`src/rtl/prog_loader.sv`:
```
// Program-memory loader: parses SYNC/LEN/DATA/CSUM frames from a byte stream,
// writes the image into program memory and releases CPU reset on a good checksum.
module prog_loader #(
  parameter int                ADDR_W    = 5,
  parameter int                DATA_W    = 8,
  parameter logic [DATA_W-1:0] SYNC_BYTE = 8'hA5,
  parameter int                TIMEOUT   = 255
) (
  input  logic              clk_i,
  input  logic              rst_i,
  input  logic [DATA_W-1:0] rx_data_i,
  input  logic              rx_valid_i,
  output logic              rx_ready_o,
  output logic              pm_wen_o,
  output logic [ADDR_W-1:0] pm_addr_o,
  output logic [DATA_W-1:0] pm_data_o,
  output logic              cpu_rst_o,
  output logic              busy_o,
  output logic              done_o,
  output logic [1:0]        err_o
);

  localparam int CW = $clog2(TIMEOUT + 1);
  localparam int IW = ADDR_W + 1;
  localparam logic [DATA_W:0] MAX_LEN = (DATA_W+1)'(2**ADDR_W);

  localparam logic [1:0] E_NONE = 2'b00;
  localparam logic [1:0] E_LEN  = 2'b01;
  localparam logic [1:0] E_CSUM = 2'b10;
  localparam logic [1:0] E_TMO  = 2'b11;

  typedef enum logic [2:0] {
    S_IDLE,
    S_LEN,
    S_DATA,
    S_CSUM,
    S_DONE,
    S_ERR
  } state_t;

  state_t            state;
  state_t            nxt;
  logic [1:0]        err_n;
  logic [IW-1:0]     len_q;
  logic [IW-1:0]     idx_q;
  logic [DATA_W-1:0] sum_q;
  logic [CW-1:0]     tmo_q;

  logic              take;
  logic              is_sync;
  logic              in_frame;
  logic              tmo_hit;
  logic              len_ok;
  logic              last_data;
  logic [DATA_W:0]   len_ext;
  logic [DATA_W-1:0] csum_chk;

  assign take      = rx_valid_i & rx_ready_o;
  assign is_sync   = (rx_data_i == SYNC_BYTE);
  assign in_frame  = (state == S_LEN) ||
                     (state == S_DATA) ||
                     (state == S_CSUM);
  // accept wins over an expiring counter
  assign tmo_hit   = !take &&
                     (tmo_q == CW'(TIMEOUT - 1));
  assign len_ext   = {1'b0, rx_data_i};
  assign len_ok    = (len_ext != '0) &&
                     (len_ext <= MAX_LEN);
  assign last_data = (idx_q == len_q - 1'b1);
  assign csum_chk  = sum_q + rx_data_i;

  always_ff @(posedge clk_i or posedge rst_i) begin
    if (rst_i) begin
      state <= S_IDLE;
    end else begin
      state <= nxt;
    end
  end

  always_comb begin
    nxt   = state;
    err_n = err_o;
    unique case (state)
      S_IDLE: begin
        if (take && is_sync) begin
          nxt   = S_LEN;
          err_n = E_NONE;
        end
      end
      S_LEN: begin
        if (take) begin
          if (len_ok) begin
            nxt = S_DATA;
          end else begin
            nxt   = S_ERR;
            err_n = E_LEN;
          end
        end else if (tmo_hit) begin
          nxt   = S_ERR;
          err_n = E_TMO;
        end
      end
      S_DATA: begin
        if (take) begin
          if (last_data) begin
            nxt = S_CSUM;
          end
        end else if (tmo_hit) begin
          nxt   = S_ERR;
          err_n = E_TMO;
        end
      end
      S_CSUM: begin
        if (take) begin
          if (csum_chk == '0) begin
            nxt = S_DONE;
          end else begin
            nxt   = S_ERR;
            err_n = E_CSUM;
          end
        end else if (tmo_hit) begin
          nxt   = S_ERR;
          err_n = E_TMO;
        end
      end
      S_DONE: begin
        nxt = S_IDLE;
      end
      S_ERR: begin
        if (take && is_sync) begin
          nxt   = S_LEN;
          err_n = E_NONE;
        end
      end
      default: begin
        nxt = S_IDLE;
      end
    endcase
  end

  always_ff @(posedge clk_i or posedge rst_i) begin
    if (rst_i) begin
      rx_ready_o <= 1'b1;
      busy_o     <= 1'b0;
      done_o     <= 1'b0;
      err_o      <= E_NONE;
      cpu_rst_o  <= 1'b1;
    end else begin
      rx_ready_o <= (nxt != S_DONE);
      busy_o     <= (nxt == S_LEN) ||
                    (nxt == S_DATA) ||
                    (nxt == S_CSUM);
      done_o     <= (nxt == S_DONE);
      err_o      <= err_n;
      if (nxt == S_DONE) begin
        cpu_rst_o <= 1'b0;
      end else if (nxt == S_LEN && !in_frame) begin
        cpu_rst_o <= 1'b1;
      end
    end
  end

  always_ff @(posedge clk_i or posedge rst_i) begin
    if (rst_i) begin
      pm_wen_o  <= 1'b0;
      pm_addr_o <= '0;
      pm_data_o <= '0;
      len_q     <= '0;
      idx_q     <= '0;
      sum_q     <= '0;
    end else begin
      pm_wen_o <= (state == S_DATA) && take;
      if (state == S_LEN && take) begin
        len_q <= rx_data_i[IW-1:0];
        idx_q <= '0;
        sum_q <= '0;
      end
      if (state == S_DATA && take) begin
        pm_addr_o <= idx_q[ADDR_W-1:0];
        pm_data_o <= rx_data_i;
        idx_q     <= idx_q + 1'b1;
        sum_q     <= csum_chk;
      end
    end
  end

  always_ff @(posedge clk_i or posedge rst_i) begin
    if (rst_i) begin
      tmo_q <= '0;
    end else if (!in_frame || take) begin
      tmo_q <= '0;
    end else begin
      tmo_q <= tmo_q + 1'b1;
    end
  end

endmodule

```
`config.mk`:
```
export PLATFORM = sky130hd
export DESIGN_NAME = prog_loader
export DESIGN_NICKNAME = d
export VERILOG_FILES = /design/src/rtl/prog_loader.sv
export SDC_FILE = /design/constraint.sdc
export NUM_CORES = 1
export LEC_CHECK = 0
export BUFFER_PORTS_ARGS = -buffer_cell sky130_fd_sc_hd__buf_2
export CORE_ASPECT_RATIO = 0.75
export CORE_MARGIN = 2
export CORE_UTILIZATION = 60
export DETAILED_ROUTE_END_ITERATION = 8
export HOLD_SLACK_MARGIN = 0.02
export PLACE_DENSITY = 0.85
export SLEW_MARGIN = 20
export SYNTH_ARGS = -nofsm -noshare
export SYNTH_HDL_FRONTEND = slang
export SYNTH_SLANG_ARGS = --single-unit
```
`constraint.sdc`:
```
create_clock -name clk_i -period 4.85 [get_ports clk_i]
set_input_delay 0.97 -clock clk_i [delete_from_list [all_inputs] [get_ports clk_i]]
set_output_delay 0.97 -clock clk_i [all_outputs]
set_load 0.005 [all_outputs]
```
==> results.py, run 1 <==
metrics = {
    "yosys": {
        "ys_seq_area_share_pct": 45.5,
        "ys_ff_latch": 51,
        "synth_top_flop_cell": "dfrtp_1",
        "async_flop_share_pct": 100,
        "syn_area_per_cell_um2": 9.40,
        "synth-edff-count": 0,
        "ys_warn_count": 0,
        "syn-num-nets": 322,
        "synthDistinctLibCells": 53,
        "syn_inst": 299,
        "syn_area_um2": 2810,
    },
    "critical_path": {
        "worstPathMaxFanout": 6,
        "cp-endpoint": "err_o[0]",
        "r2r_slack_ps": 2060,
        "path_cells": "buf_2 > ha_1 > fa_1 > a211oi_2 > or4b_1 > nand4_1 > nor4b_2 > and2_1 > o32a_1",
        "r2r_start": "sum_q[0]",
        "path_class": "in -> reg",
        "cp_slowest_cell": "nor4b_2",
        "critical_path.startpoint": "rx_data_i[0]",
        "start_kind": "input port",
        "reg2reg_to": "err_o[0]",
        "r2r_cells": 8,
        "worst-endpoint-arrival_ps": 3470,
        "cpPeakStageDelay_ps": 540,
        "required_ps": 5110,
        "path_buf_inv": 1,
        "endpoint_kind": "flop",
        "cp_top_family": "simple AND/OR/NAND/NOR gates",
        "path_depth": 9,
    },
    "clock_tree": {
        "insertion_delay_ps": 310,
        "cts_resized": 0,
        "cts_tree": "built",
        "clockRootBuffer": "clkbuf_8",
        "clk_pin_slew_ps": 100,
        "numCtsBuffers": 5,
        "cts_hold_buf": 0,
        "htreeDepth": 2,
        "numClockSinks": 51,
        "cts_buffer_depth": 2,
        "post_cts_buffers": 0,
    },
    "floorplanning": {
        "fp.dieW_um": 83.0,
        "design.core.area_um2": 4490,
        "start_util_pct": 62.6,
        "rows": 21,
        "die_y_um": 63.3,
        "io-pin-count": 31,
        "dieArea_um2": 5250,
    },
    "timing": {
        "setup_viol": 0,
        "finClkSkew_ps": 10.0,
        "fmax_mhz": 311,
        "relSlewSlack_pct": 30.7,
        "worst_slew_pin_slew_ps": 1040,
        "fin_crit_ps": 3220,
        "tns_ps": 0,
        "min_period_over_period_pct": 66.3,
        "drv_slew": 0,
        "rsz0062_at_grt": "no",
        "holdWs_ps": 481,
        "finalHoldViolations": 0,
    },
    "drt": {
        "totalWireLength_um": 6430,
        "first_pass_iters": 5,
        "viasPerCell": 6.26,
        "wire_per_inst_um": 16.7,
        "route.detailed.drc": 0,
        "ant_nets": 0,
        "dr.first_iter.drc_count": 310,
        "via_count": 2416,
    },
    "final_layout": {
        "final_common_cell": "nand2_1",
        "fin_nets": 351,
        "multi_input_area_um2": 1460,
        "drive_gt1_share_pct": 18.2,
        "seqCellArea_um2": 1280,
        "area_growth_pct": 11.2,
        "fill_cells": 354,
        "final_cells": 386,
        "final_cell_mix": "nand2_1 (56), dfrtp_1 (49), buf_2 (30)",
        "antenna_cells": 0,
    },
    "placement": {
        "dp.cells": 378,
        "port_buffers": 30,
        "dpl.hpwl_um": 4450,
        "globalplace.congestion": 0.909,
    },
    "power_and_ir_drop": {
        "power_leakage_nw": 1.54,
        "irDropWorstVdd_mv": 0.274,
        "powerDensity_nw_per_um2": 402,
    },
    "grt": {
        "grt.total_usage_pct": 26.5,
        "antenna_found_initial": 0,
        "gr-total-overflow": 0,
        "grt_max_degree": 52,
        "grt_pass1_wl_um": 11200,
        "grt_pass1_vias": 2358,
    },
    "outcome": {
        "outcome": "finished, final reports clean",
    },
    "min_path": {
        "holdCritPathClass": "reg -> reg",
    },
    "run": {
        "maxCapViolCount": 0,
    },
}
## through the flow
step	utilization [%]	total power, W	setup WS (ps)	cell area, um^2
CTS	69.6	0.00126	1700	3130
global route	69.6	0.00133	1460	3130
global placement	66.9	0.000914	1490	3000
finish	69.6	0.00126	1630	3130
floorplan	-	0.000830	1940	2810
detailed placement	66.9	0.000933	1440	3000
## registers in the layout, indices dropped and copies added (netlist names)
name        flops
tmo_q           8
state           3
rx_ready_o      1
cpu_rst_o       1
pm_wen_o        1
pm_data_o       8
pm_addr_o       5
busy_o          1
err_o           2
sum_q           8
done_o          1
len_q           6
idx_q           6
## where the power goes
part	internal, W	switching [W]	total, W
sequential	0.000498	0.0000608	0.000559
combinational	0.000173	0.000208	0.000381
clock	0.000170	0.000148	0.000318
total	0.000841	0.000417	0.00126
## per-layer routing
metal / GRT usage (%) / up-vias / routed length (um) / share of wire [%]
met5: 0 / - / 0 / 0
met4: 10.9 / 0 / 122 / 1.9
met3: 4.72 / 17 / 489 / 7.6
met2: 41.0 / 118 / 2870 / 45
met1: 37.4 / 1157 / 2950 / 46
li1: - / 1124 / - / -
## layout make-up
| type | instances | share of cell area, % |
|---|---|---|
| tap | 57 | 2.28 |
| multi-input combinational | 229 | 46.7 |
| sequential | 51 | 40.9 |
| clock buffer | 6 | 2.64 |
| timing repair buffer | 31 | 5.04 |
| clock inverter | 2 | 1.24 |
| inverter | 10 | 1.24 |
## how the worst min path moves through the flow
stage,from,endpoint,slack (ps),cells after the start
6_report,pm_addr_o[2],pm_addr_o[2],480,2
5_1_grt,pm_addr_o[2],pm_addr_o[2],500,2
4_1_cts,pm_data_o[0],pm_data_o[0],480,2
3_5_place_dp,pm_data_o[5],pm_data_o[5],460,2
3_3_place_gp,pm_data_o[1],pm_data_o[1],450,2
2_1_floorplan,sum_q[4],sum_q[4],450,2
## kinds of logic (layout without fill, tap and decap cells)
group	after synthesis	after routing	synth area share (%)
compound gates	61	61	15.3
xor+xnor	17	17	5.30
fa+ha+maj	12	12	5.61
buf+inv	19	49	2.63
flops	51	51	45.5
mux	8	8	3.16
simple gates	131	131	22.6
## worst register-to-register path: stages (launching register included)
cell and delay [ps]:
dfrtp_1 400, ha_1 220, fa_1 430, a211oi_2 370, or4b_1 200, nand4_1 190
nor4b_2 540, and2_1 240, o32a_1 150
## synth_stat cells (all sizes together), types with 3 or more instances
cell type,n,area (um^2)
xnor2,4,35.0
inv,9,33.8
a31oi,4,31.3
nand2b,4,32.5
clkbuf,7,26.3
nor2,24,90.1
nor4,4,31.3
mux2,7,78.8
xor2,13,114
a211oi,5,42.5
dfrtp,49,1230
o21ai,17,85.1
o31ai,3,27.5
nand3,12,60.1
nand2,56,210
nand4,8,50.1
a21oi,10,50.1
nor3,7,35.0
ha,11,138
a22o,8,70.1
(Power assumes the default switching activity.)
==> run 2: changes to the inputs <==
CORE_UTILIZATION = 58   (was 60)
PLACE_DENSITY = 0.83   (was 0.85)
clock period = 3.3 ns   (was 4.85 ns; I/O delays follow)
==> run 2 against run 1 <==
Against the previous run:
- worst hold slack lost 6.2 ps
- register-to-register slack lost 1400 ps
- count of clock-buffer cells in the layout is the same
- sequential share of layout area grew 0.25 points
- clock power grew 14%
- final cell count grew 0.26%
- first-iteration DRC count shrank 56%
- sequential cell count is the same
- total power grew 37%
- worst setup slack lost 1100 ps
- non-clock buffer count grew 2
- largest cell class unchanged
- largest power group unchanged
==> results.py, run 2 (same netlist as run 1, synthesis figures left out) <==
metrics = {
    "grt": {
        "grt.total_usage_pct": 24.5,
        "gr-total-overflow": 0,
        "antenna_found_initial": 0,
        "grt_pass1_wl_um": 10600,
        "grt_max_degree": 52,
        "grt_pass1_vias": 2206,
    },
    "critical_path": {
        "reg2reg_to": "busy_o",
        "endpoint_kind": "flop",
        "cpPeakStageDelay_ps": 490,
        "start_kind": "input port",
        "worst-endpoint-arrival_ps": 2910,
        "cp_top_family": "simple AND/OR/NAND/NOR gates",
        "worstPathMaxFanout": 6,
        "r2r_slack_ps": 690,
        "path_cells": "buf_2 > ha_1 > fa_1 > a211oi_2 > or4b_1 > nand4_1 > nor4b_2 > a21bo_2 > a31oi_2",
        "r2r_cells": 8,
        "path_class": "in -> reg",
        "cp_slowest_cell": "nor4b_2",
        "r2r_start": "sum_q[0]",
        "path_buf_inv": 1,
        "required_ps": 3490,
    },
    "final_layout": {
        "final_common_cell": "nand2_1",
        "final_cell_mix": "nand2_1 (56), dfrtp_1 (49), buf_2 (30)",
        "fin_area_um2": 3110,
        "final_cells": 387,
        "area_growth_pct": 10.5,
        "largestRegisters": "pm_data_o x8, sum_q x8, tmo_q x8",
        "drive_gt1_share_pct": 18.5,
        "fill_cells": 361,
        "fin_nets": 353,
        "antenna_cells": 0,
    },
    "placement": {
        "dpl.hpwl_um": 4410,
        "globalplace.congestion": 0.872,
        "port_buffers": 30,
        "dpl_cell_area_um2": 3020,
        "dp.cells": 380,
    },
    "clock_tree": {
        "clockRootBuffer": "clkbuf_8",
        "cts_tree": "built",
        "post_cts_buffers": 0,
        "numCtsBuffers": 5,
        "cts_buffer_depth": 2,
        "cts_resized": 0,
        "htreeDepth": 2,
        "clk_pin_slew_ps": 90,
        "cts_hold_buf": 0,
        "numClockSinks": 51,
        "insertion_delay_ps": 300,
    },
    "floorplanning": {
        "die_y_um": 64.3,
        "design.core.area_um2": 4570,
        "io-pin-count": 31,
        "rows": 21,
        "start_util_pct": 61.5,
        "fp.dieW_um": 84.4,
        "dieArea_um2": 5430,
    },
    "timing": {
        "worst_slew_pin_slew_ps": 853,
        "fmax_mhz": 367,
        "setup_viol": 0,
        "tns_ps": 0,
        "relSlewSlack_pct": 43.1,
        "min_period_over_period_pct": 82.5,
        "holdWs_ps": 475,
        "rsz0062_at_grt": "no",
        "drv_slew": 0,
        "finClkSkew_ps": 8.13,
        "fin_crit_ps": 2720,
        "finalHoldViolations": 0,
    },
    "drt": {
        "totalWireLength_um": 6150,
        "first_pass_iters": 4,
        "via_count": 2347,
        "viasPerCell": 6.06,
        "route.detailed.drc": 0,
        "wire_per_inst_um": 15.9,
        "ant_nets": 0,
        "dr.first_iter.drc_count": 137,
    },
    "power_and_ir_drop": {
        "power_leakage_nw": 1.53,
        "powerDensity_nw_per_um2": 556,
        "irDropWorstVdd_mv": 0.326,
        "p_total_w": 0.00173,
    },
    "outcome": {
        "outcome": "finished, final reports clean",
    },
    "run": {
        "maxCapViolCount": 0,
    },
    "min_path": {
        "holdCritPathClass": "in -> async",
    },
}
run 2: worst max-delay path by stage:
stage                  from  endpoint  depth (start not counted)
2_1_floorplan  rx_data_i[0]  err_o[0]                          8
3_3_place_gp   rx_data_i[0]    busy_o                          9
3_5_place_dp   rx_data_i[0]  err_o[0]                          9
4_1_cts        rx_data_i[0]  err_o[0]                          9
5_1_grt        rx_data_i[0]  err_o[1]                          9
6_report       rx_data_i[0]    busy_o                          9
run 2: stage by stage:
step                      utilization [%]  setup WS, ps
final                                68.0           577
after CTS                            68.0           633
after global routing                 68.0           443
after floorplan                         -           701
after global placement               66.0           402
after detailed placement             66.0           312
run 2: metal layers:
metal / part of all wire [%] / global-route usage, % / up-vias
met5: 0 / 0 / -
met4: 1.4 / 6.35 / 0
met3: 5.8 / 5.30 / 15
met2: 45 / 37.7 / 79
met1: 47 / 35.5 / 1130
li1: - / - / 1123
run 2: layout make-up:
class | instances | area [um^2] | area share, %
multi-input combinational | 229 | 1460 | 46.9
sequential | 51 | 1280 | 41.1
timing repair buffer | 33 | 173 | 5.56
clock buffer | 6 | 82.6 | 2.66
tap | 57 | 71.3 | 2.29
inverter | 10 | 38.8 | 1.25
clock inverter | 1 | 5.00 | 0.161
run 2: power breakdown:
group / switching, W / total, W / internal, W / leakage (nW)
clock network: 0.000196 / 0.000361 / 0.000165 / 0.0470
registers: 0.0000932 / 0.000825 / 0.000732 / 0.693
logic: 0.000288 / 0.000540 / 0.000252 / 0.791
==> run 3: changes to the inputs <==
CORE_UTILIZATION = 53   (was 58)
PLACE_DENSITY = 0.8   (was 0.83)
clock period = 2.5 ns   (was 3.3 ns; I/O delays follow)
==> run 3 against run 2 <==
Against the previous run:
- first-iteration DRC count rose by 98%
- utilization fell by 1.0 points
- critical path depth did not move
- combinational power rose by 61%
- critical path type is now reg -> reg
- largest cell class unchanged
==> results.py, run 3 (same netlist as run 1, synthesis figures left out) <==
metrics = {
    "timing": {
        "setup_viol": 0,
        "worst_slew_pin_slew_ps": 637,
        "fmax_mhz": 419,
        "rsz0062_at_grt": "no",
        "finalHoldViolations": 0,
        "min_period_over_period_pct": 95.4,
        "relSlewSlack_pct": 57.5,
        "drv_slew": 0,
        "finClkSkew_ps": 11.5,
        "fin_crit_ps": 2380,
    },
    "drt": {
        "dr.first_iter.drc_count": 271,
        "wire_per_inst_um": 15.9,
        "viasPerCell": 5.84,
        "route.detailed.drc": 0,
        "first_pass_iters": 5,
        "totalWireLength_um": 6770,
        "via_count": 2482,
        "ant_nets": 0,
    },
    "grt": {
        "grt_pass1_vias": 2307,
        "gr-total-overflow": 0,
        "grt.total_usage_pct": 24.9,
        "antenna_found_initial": 0,
        "met1_usage_pct": 37.2,
        "grt_use_met2_pct": 36.5,
        "grt_max_degree": 52,
        "grt_pass1_wl_um": 11100,
        "top_usage_layer": "met1",
        "use_met3_pct": 5.20,
    },
    "floorplanning": {
        "die_y_um": 67.1,
        "io-pin-count": 31,
        "fp.dieW_um": 88.1,
        "design.core.area_um2": 5010,
        "start_util_pct": 56.1,
        "dieArea_um2": 5910,
        "rows": 22,
    },
    "min_path": {
        "holdCritPathClass": "in -> async",
    },
    "critical_path": {
        "cp_top_family": "compound AO/OA/AOI/OAI gates",
        "start_kind": "flop",
        "path_class": "reg -> reg",
        "r2r_start": "sum_q[0]",
        "endpoint_kind": "flop",
        "worstPathMaxFanout": 4,
        "cpPeakStageDelay_ps": 410,
        "cp_slowest_cell": "dfrtp_1",
        "worst-endpoint-arrival_ps": 2630,
        "critical_path.startpoint": "sum_q[0]",
        "path_buf_inv": 1,
        "required_ps": 2740,
        "path_cells": "ha_2 > fa_2 > a211oi_4 > o21ba_2 > o21ai_1 > buf_4 > nor4_1 > nand2_1 > or2_2",
    },
    "final_layout": {
        "final_cell_mix": "nand2_1 (56), dfrtp_1 (49), buf_2 (30)",
        "final_cells": 425,
        "largestRegisters": "pm_data_o x8, sum_q x8, tmo_q x8",
        "antenna_cells": 0,
        "fin_nets": 375,
        "area_growth_pct": 19.3,
        "final_common_cell": "nand2_1",
        "drive_gt1_share_pct": 25.2,
    },
    "outcome": {
        "outcome": "finished, final reports clean",
    },
    "clock_tree": {
        "cts_tree": "built",
        "clk_pin_slew_ps": 100,
        "htreeDepth": 2,
        "cts_buffer_depth": 2,
        "insertion_delay_ps": 320,
        "numCtsBuffers": 5,
        "numClockSinks": 51,
        "clockRootBuffer": "clkbuf_8",
    },
    "run": {
        "maxCapViolCount": 0,
    },
    "placement": {
        "dpl.hpwl_um": 4940,
        "port_buffers": 30,
        "dp.cells": 416,
        "globalplace.congestion": 0.941,
    },
    "power_and_ir_drop": {
        "p_total_w": 0.00256,
        "power_leakage_nw": 1.66,
        "powerDensity_nw_per_um2": 763,
        "irDropWorstVdd_mv": 0.440,
    },
}
[run 3: cell count changes in the layout (fill, tap and decap cells not counted), sizes merged]
cell | previous run | this run
buf | 33 | 55
bufinv | 0 | 1
clkbuf | 6 | 5
clkinv | 3 | 2
inv | 8 | 10
[run 3: final cells by class]
class | instances | area [um^2]
inverter | 10 | 37.5
clock buffer | 5 | 68.8
multi-input combinational | 229 | 1490
timing repair buffer | 55 | 338
tap | 72 | 90.1
fill | 406 | 1660
clock inverter | 3 | 47.5
sequential | 51 | 1280
[run 3: worst paths after layout]
path                                     end  slack, ps  depth (start not counted)
worst min register to register  pm_data_o[5]        480                          2
worst max register to register    rx_ready_o        120                          9
max in group asynchronous           sum_q[6]       1720                          3
worst min-delay path                tmo_q[7]        340                          3
min in group clk_i              pm_data_o[6]        450                          3
worst max-delay path              rx_ready_o        120                          9
[run 3: repair_timing]
action / in CTS / in global routing
setup endpoints to repair: 1 / 7
buffers inserted: 0 / 1
pin swaps: 0 / 2
hold buffers: 0 / 0
resized for setup: 1 / 7
[run 3: power by group]
group	internal (W)	total [W]	switching (W)
Combinational	0.000430	0.000868	0.000438
Sequential	0.000966	0.00109	0.000123
Clock	0.000304	0.000604	0.000300
Total	0.00170	0.00256	0.000862
[run 3: tightest hold or removal path, stage by stage]
cell   delay [ps]
buf_2         100
inv_2          40
buf_4         510
[run 3: stage by stage]
step	setup TNS [ps]	hold slack [ps]	area [um^2]	setup slack, ps	utilization, %
finish	0	340	3350	115	67.0
global route	0	402	3350	14.3	67.0
CTS	0	362	3320	11.7	66.3
detailed placement	-1130	458	3200	-237	63.8
global placement	-711	451	3200	-147	63.8
floorplan	0	453	2810	61.1	-
[run 3: per-layer routing]
| metal | routed length [um] | vias up |
|---|---|---|
| met5 | 0 | - |
| li1 | - | 1173 |
| met4 | 70 | 0 |
| met2 | 2840 | 112 |
| met3 | 581 | 13 |
| met1 | 3280 | 1184 |
